[src/rtl/wb_ram_bridge.sv]
// rtl/wb_ram_bridge.sv - Wishbone slave bridge into the uP16 program/data RAM banks
// Halts the CPU via hold/ack, then performs a word read, word write or byte read-modify-write.
module wb_ram_bridge #(
    parameter logic [31:0] BASE_ADDR = 32'h3000_0000,
    parameter logic [31:0] ADDR_MASK = 32'hFFFF_C000,
    parameter int unsigned RD_LAT    = 1,
    parameter int unsigned TIMEOUT   = 255
) (
    input  logic        wb_clk_i,
    input  logic        wb_rst_ni,
    input  logic        wbs_stb_i,
    input  logic        wbs_cyc_i,
    input  logic        wbs_we_i,
    input  logic [3:0]  wbs_sel_i,
    input  logic [31:0] wbs_dat_i,
    input  logic [31:0] wbs_adr_i,
    output logic        wbs_ack_o,
    output logic [31:0] wbs_dat_o,
    output logic        cpu_hold_o,
    input  logic        cpu_hold_ack_i,
    output logic        mem_own_o,
    output logic [11:0] mem_addr_o,
    output logic [15:0] mem_data_o,
    output logic        mem_en_o,
    output logic        mem_rw_o,
    input  logic [15:0] mem_data_i,
    output logic        bridge_err_o
);

    typedef enum logic [2:0] {S_IDLE, S_HOLD, S_RD, S_WR, S_ACK} state_t;

    localparam logic [7:0] TMO_MAX = 8'(TIMEOUT);
    localparam logic [1:0] LAT_MAX = 2'(RD_LAT);

    state_t      state_q;
    logic [7:0]  tmo_cnt_q;
    logic [1:0]  lat_cnt_q;
    logic        we_q;
    logic [1:0]  sel_q;
    logic [15:0] wdata_q;
    logic        abort_q;
    logic [15:0] merged_d;
    logic        hit;
    logic        unused_bits;

    assign unused_bits = ^{wbs_sel_i[3:2], wbs_dat_i[31:16]};
    assign hit = wbs_cyc_i & wbs_stb_i & ((wbs_adr_i & ADDR_MASK) == BASE_ADDR) & ~wbs_ack_o;

    // Selected byte lanes come from the write data, the rest from the word just read.
    always_comb begin
        merged_d = mem_data_i;
        if (sel_q[0]) merged_d[7:0]  = wdata_q[7:0];
        if (sel_q[1]) merged_d[15:8] = wdata_q[15:8];
    end

    always_ff @(posedge wb_clk_i or negedge wb_rst_ni) begin
        if (!wb_rst_ni) begin
            state_q      <= S_IDLE;
            tmo_cnt_q    <= '0;
            lat_cnt_q    <= '0;
            we_q         <= 1'b0;
            sel_q        <= '0;
            wdata_q      <= '0;
            abort_q      <= 1'b0;
            wbs_ack_o    <= 1'b0;
            wbs_dat_o    <= '0;
            cpu_hold_o   <= 1'b0;
            mem_own_o    <= 1'b0;
            mem_addr_o   <= '0;
            mem_data_o   <= '0;
            mem_en_o     <= 1'b0;
            mem_rw_o     <= 1'b0;
            bridge_err_o <= 1'b0;
        end else begin
            wbs_ack_o <= 1'b0;
            wbs_dat_o <= '0;
            case (state_q)
                S_IDLE: begin
                    if (hit) begin
                        mem_addr_o <= wbs_adr_i[13:2];
                        wdata_q    <= wbs_dat_i[15:0];
                        we_q       <= wbs_we_i;
                        sel_q      <= wbs_sel_i[1:0];
                        tmo_cnt_q  <= '0;
                        abort_q    <= 1'b0;
                        cpu_hold_o <= 1'b1;
                        state_q    <= S_HOLD;
                    end
                end
                S_HOLD: begin
                    if (!wbs_cyc_i) begin
                        cpu_hold_o <= 1'b0;
                        state_q    <= S_IDLE;
                    end else if (cpu_hold_ack_i) begin
                        if (!we_q || (sel_q[0] ^ sel_q[1])) begin
                            mem_own_o <= 1'b1;
                            mem_en_o  <= 1'b1;
                            mem_rw_o  <= 1'b0;
                            lat_cnt_q <= '0;
                            state_q   <= S_RD;
                        end else if (sel_q == 2'b11) begin
                            mem_own_o  <= 1'b1;
                            mem_en_o   <= 1'b1;
                            mem_rw_o   <= 1'b1;
                            mem_data_o <= wdata_q;
                            state_q    <= S_WR;
                        end else begin
                            wbs_ack_o <= 1'b1;
                            state_q   <= S_ACK;
                        end
                    end else if (tmo_cnt_q == TMO_MAX) begin
                        wbs_ack_o    <= 1'b1;
                        wbs_dat_o    <= 32'hDEAD_BEEF;
                        bridge_err_o <= 1'b1;
                        state_q      <= S_ACK;
                    end else begin
                        tmo_cnt_q <= tmo_cnt_q + 8'd1;
                    end
                end
                S_RD: begin
                    if (!wbs_cyc_i) abort_q <= 1'b1;
                    if (lat_cnt_q == LAT_MAX) begin
                        if (we_q) begin
                            mem_rw_o   <= 1'b1;
                            mem_data_o <= merged_d;
                            state_q    <= S_WR;
                        end else if (abort_q || !wbs_cyc_i) begin
                            mem_en_o   <= 1'b0;
                            mem_own_o  <= 1'b0;
                            cpu_hold_o <= 1'b0;
                            state_q    <= S_IDLE;
                        end else begin
                            mem_en_o  <= 1'b0;
                            wbs_ack_o <= 1'b1;
                            wbs_dat_o <= {16'h0, mem_data_i};
                            state_q   <= S_ACK;
                        end
                    end else begin
                        lat_cnt_q <= lat_cnt_q + 2'd1;
                    end
                end
                S_WR: begin
                    mem_en_o <= 1'b0;
                    mem_rw_o <= 1'b0;
                    if (abort_q || !wbs_cyc_i) begin
                        mem_own_o  <= 1'b0;
                        cpu_hold_o <= 1'b0;
                        state_q    <= S_IDLE;
                    end else begin
                        wbs_ack_o <= 1'b1;
                        state_q   <= S_ACK;
                    end
                end
                S_ACK: begin
                    cpu_hold_o <= 1'b0;
                    mem_own_o  <= 1'b0;
                    state_q    <= S_IDLE;
                end
                default: state_q <= S_IDLE;
            endcase
        end
    end

endmodule

[config.mk]
export PLATFORM = sky130hd
export DESIGN_NAME = wb_ram_bridge
export DESIGN_NICKNAME = d
export VERILOG_FILES = /design/src/rtl/wb_ram_bridge.sv
export SDC_FILE = /design/constraint.sdc
export NUM_CORES = 1
export LEC_CHECK = 0
export ABC_AREA = 1
export CORE_MARGIN = 10
export CORE_UTILIZATION = 44
export DETAILED_ROUTE_END_ITERATION = 10
export PLACE_DENSITY_LB_ADDON = 0.1
export SYNTH_ARGS = -nofsm -noshare
export SYNTH_HDL_FRONTEND = slang
export SYNTH_SLANG_ARGS = --single-unit
[constraint.sdc]
create_clock -name wb_clk_i -period 2 [get_ports wb_clk_i]
set_input_delay 0.6 -clock wb_clk_i [delete_from_list [all_inputs] [get_ports wb_clk_i]]
set_output_delay 0.6 -clock wb_clk_i [all_outputs]
set_load 0.02 [all_outputs]
* After elaboration in Yosys (flattened, before gate mapping)
Cells that the tools add are included.
Widths: inputs -> output; s select.
** Storage, ports and cells
- Output and inout port bits :: 66
- Input port bits :: 90
- Register bits after elaboration :: 99
- Logic and storage cells :: 141
** Operators by class
- Equal/unequal tests :: 24
- Muxes and demuxes :: 71
- Add/sub/neg operators :: 2
- Reductions and logical operators :: 22
- Bitwise logic cells :: 6
** Operators by type and width (number)
- $mux 16 :: 9
- $mux 32 :: 3
- $pmux 32 s2 :: 1
- $mux 8 :: 6
- $pmux 16 s2 :: 1
- $mux 1 :: 29
- $ne 2x2->1 const B :: 14
- $mux 3 :: 9
- $eq 18x16->1 const B :: 1
- $reduce_and 6->1 :: 3
- $pmux 8 s2 :: 1
- $reduce_and 5->1 :: 3
- $pmux 3 s4 :: 1
- $pmux 1 s3 :: 3
- $add 8x1->8 const B :: 1
- $eq 8x8->1 const B :: 1
- $mux 2 :: 4
- $reduce_and 7->1 :: 1
- $eq 3x2->1 const B :: 2
- $reduce_and 3->1 :: 2
- $reduce_bool 2->1 :: 3
- $pmux 1 s5 :: 1
- $reduce_bool 5->1 :: 1
- $ne 4x4->1 const B :: 1
- other kinds (19) :: 24

* Longest topological paths before layout
- Depth in word-level cells :: 6
- Depth in mapped cells :: 11

* Worst setup path before layout
OpenSTA, ideal clock, no wires.
- Kind :: input to register
- From :: input port wbs_cyc_i
- To :: register mem_addr_o[10]
- Path buffers :: 2
- Library setup time :: 0.131 ns
- Stages :: 7
- Setup slack :: 0.382 ns
- Arrival :: 1.488 ns
- Cells stage by stage :: buf_2 -> nand2_1 -> nor2_1 -> nand4_2 -> clkbuf_1 -> nand2_1 -> o21ai_0
** Between the ends
- Longest elaborated chain between the ends :: 4
** Ends and longest elaborated chain
- start: declaration :: line 12 : input logic wbs_cyc_i,
- $and 1x1->1 (3 in series) :: line 47 : assign hit = wbs_cyc_i & wbs_stb_i & ((wbs_adr_i & ADDR_MASK) == BASE_ADDR) & ~wbs_ack_o;
- $reduce_and 2->1 (no line)
- end signal: assignment :: line 80 : mem_addr_o <= wbs_adr_i[13:2];
- end: declaration :: line 22 : output logic [11:0] mem_addr_o,
Every way passes these cells.
A chain may end at the register's enable or synchronous reset.

* Final worst setup path
- From :: register mem_data_o[2]
- To :: output port mem_data_o[2]
** RTL lines
- start: declaration :: line 23 : output logic [15:0] mem_data_o,
- start signal: assignment :: line 105 : mem_data_o <= wdata_q;
- start signal: assignment :: line 125 : mem_data_o <= merged_d;
No word-level cell between the ends.

==> metrics.cfg <==
[floorplanning]
design.core.area_sq_um = 9200
pin_count = 156
die-height_um = 117
core.rowCount = 35
start_util_pct = 44.8
die_area_sq_um = 13600
die_w_um = 117

[critical_path]
crit_family = buffers and inverters
cp.arrival_ps = 1360
critPathMaxFanout = 2
critical_path.slowest_cell = clkdlybuf4s50_1
r2r_cells = 9
crit_required_ps = 1400
path_class = flip-flop to output port
worstReg2RegEnd = mem_data_o[3]
worstSetupStartpointType = flip-flop
end_kind = output port
path_cells = clkdlybuf4s50_1
reg2reg_from = state_q[2]
cp.buffers_inverters = 1
r2r_slack_ps = 250
max_stage_delay_ps = 620

[power_and_ir_drop]
p_switching_w = 0.00177
p_sw_share_pct = 36.9
powerDensity_nw_per_um2 = 839
peakVddDrop_v = 0.000551
pwr-share-clk_pct = 23.4
seq_power_share_pct = 41.7
p_leak_nw = 2.99
intPower_w = 0.00303
combinationalPowerShare_pct = 34.9

[clocking]
clk_latency_ps = 350
clockRootBuffer = clkbuf_8
cts_inserted_buffers = 9
htreeDepth = 3
cts_sinks = 84
clk_pin_slew_ps = 100
cts_hold_buf = 0
clockBufferDepth = 2
cts_tree = built

[timing]
maxSlewViolCount = 0
setup_viol = 0
min_period_ps = 1960
max_clock_freq_mhz = 511
rsz0062_at_grt = no
period_share_pct = 97.9
setup-tns-final_ps = 0
fin_skew_ps = 15.1
hold_viol = 0

[grt]
grt_usage_pct = 15.9
grt_pass1_wl_um = 17400
grt.overflow.total = 0
grt_max_degree = 37
grt_pass1_vias = 3588
grt_antenna_before_repair = 0

[placed_design]
place_congestion = 0.890
hpwl_um = 8550
port-buffer-count = 130

[layout]
fin_util_pct = 62.2
n_antenna_cell = 0
multi_input_area_sq_um = 1560
nFillCells = 832
drive_gt1_share_pct = 7.70
ff_latch_area_sq_um = 2100
fin_nets = 750
syn_to_final_growth_pct = 38.9
final_cell_mix = 157 x nand2_1, 114 x clkdlybuf4s50_1, 84 x dfrtp_1
final_common_cell = nand2_1

[route]
ant_nets = 0
drtIter0Drc = 158
first_pass_iters = 4
wl_um = 11100
routed-via-count = 3699
vias_per_cell = 4.79
wl_per_cell_um = 14.4
drc_errors = 0

[status]
status = finished clean

[yosys]
synth_edf_count = 0
ys_ff_latch = 84
synth_area_per_cell_sq_um = 7.80
ys_async_sr_fraction_pct = 100
synthAdderAreaFrac_pct = 0.912
synth_xor_area_share_pct = 0.425
post_synth_num_cell_types = 27
yosysWarnings = 0
yosysSeqAreaShare_pct = 51.0
synth.cell_area_sq_um = 4120
synth-main-ff-cell = dfrtp_1
muxShareOfSynthArea_pct = 0
syn_inst = 528
synthSimpleGateAreaFrac_pct = 26.9
synth_compound_area_share_pct = 8.99
synth_top_family_by_area = simple AND/OR/NAND/NOR gates

[run]
maxCapViolations = 0

[hold_path]
hold_path.class = input pin to async pin

==> sequential cells by signal, summed over array words and instances (netlist names) <==
| register | count |
|---|---|
| mem_rw_o | 1 |
| mem_addr_o | 12 |
| mem_en_o | 1 |
| state_q | 3 |
| cpu_hold_o | 1 |
| lat_cnt_q | 2 |
| mem_own_o | 1 |
| tmo_cnt_q | 8 |
| wbs_dat_o | 17 |
| bridge_err_o | 1 |
| wbs_ack_o | 1 |
| mem_data_o | 16 |
| abort_q | 1 |
| wdata_q | 16 |
| we_q | 1 |
| sel_q | 2 |
==> worst max-delay path by stage <==
stage | startpoint | end | slack, ps | depth (start not counted)
finish | mem_data_o[2] | mem_data_o[2] | 40 | 1
global route | mem_data_o[15] | mem_data_o[15] | 2 | 1
detailed placement | wbs_adr_i[31] | mem_addr_o[5] | -100 | 7
CTS | mem_own_o | mem_own_o | 10 | 1
floorplan | wbs_cyc_i | mem_addr_o[10] | 380 | 7
global placement | wbs_cyc_i | mem_data_o[9] | -50 | 9
==> synthesized netlist by cell type, types with 2 or more instances <==
master / instances / area share [%]
a21oi_1: 4 / 0.49
buf_2: 9 / 1.1
buf_4: 16 / 2.9
buf_6: 2 / 0.55
clkbuf_1: 5 / 0.46
dfrtp_1: 84 / 51
ha_1: 3 / 0.91
inv_1: 68 / 6.2
inv_2: 5 / 0.46
nand2_1: 157 / 14
nand2_2: 3 / 0.46
nand3_1: 47 / 5.7
nor2_1: 41 / 3.7
nor2_2: 2 / 0.30
nor3_1: 2 / 0.24
o211ai_1: 3 / 0.55
o21ai_0: 61 / 7.4
o21ai_1: 3 / 0.36
or2_2: 4 / 0.61
xor2_1: 2 / 0.43
==> metrics by stage <==
step	cell area (sq um)	instances	hold WS, ps	setup slack (ps)	power (W)
2_1_floorplan	4130	532	304	382	0.00297
3_3_place_gp	5540	757	454	-50.1	0.00367
3_5_place_dp	5540	757	458	-98.7	0.00372
4_1_cts	5710	773	182	11.9	0.00484
5_1_grt	5720	773	194	2.04	0.00510
6_report	5720	773	182	41.7	0.00480
==> power groups by stage <==
stage	registers, W	logic (W)	clock network (W)
after floorplan	0.00215	0.000821	0
after global placement	0.00203	0.00164	0
after detailed placement	0.00204	0.00168	0
after CTS	0.00200	0.00169	0.00115
after global routing	0.00203	0.00185	0.00122
final	0.00200	0.00167	0.00112
==> cell type report <==
| cell class | instances | share of cell area [%] |
|---|---|---|
| well taps | 111 | 2.43 |
| inverters | 73 | 4.79 |
| clock inverters | 7 | 0.984 |
| flip-flops and latches | 84 | 36.8 |
| repair buffers | 146 | 25.6 |
| multi-input cells | 343 | 27.3 |
| clock buffers | 9 | 2.17 |
==> layer usage <==
layer	up-vias	track usage (%)	share of wire (%)
li1	1875	-	-
met1	1681	19.8	44
met2	126	25.4	45
met3	17	5.19	9.3
met4	0	5.19	1.4
met5	-	0	0
==> cell families after synthesis <==
logic type	after synthesis
other	1
AOI/OAI and AO/OA	72
buffers and inverters	105
and+or+nand+nor	261
DFF	84
xor gates and xnor gates	2
adders and majority gates	3
==> timing repair <==
action,in CTS,in global routing
hold endpoints to repair,0,0
endpoints found under the setup margin,11,4
resized for setup,11,4
pin swaps,0,0
setup buffers,0,0
Note: power is estimated with default switching activity, not from simulation.
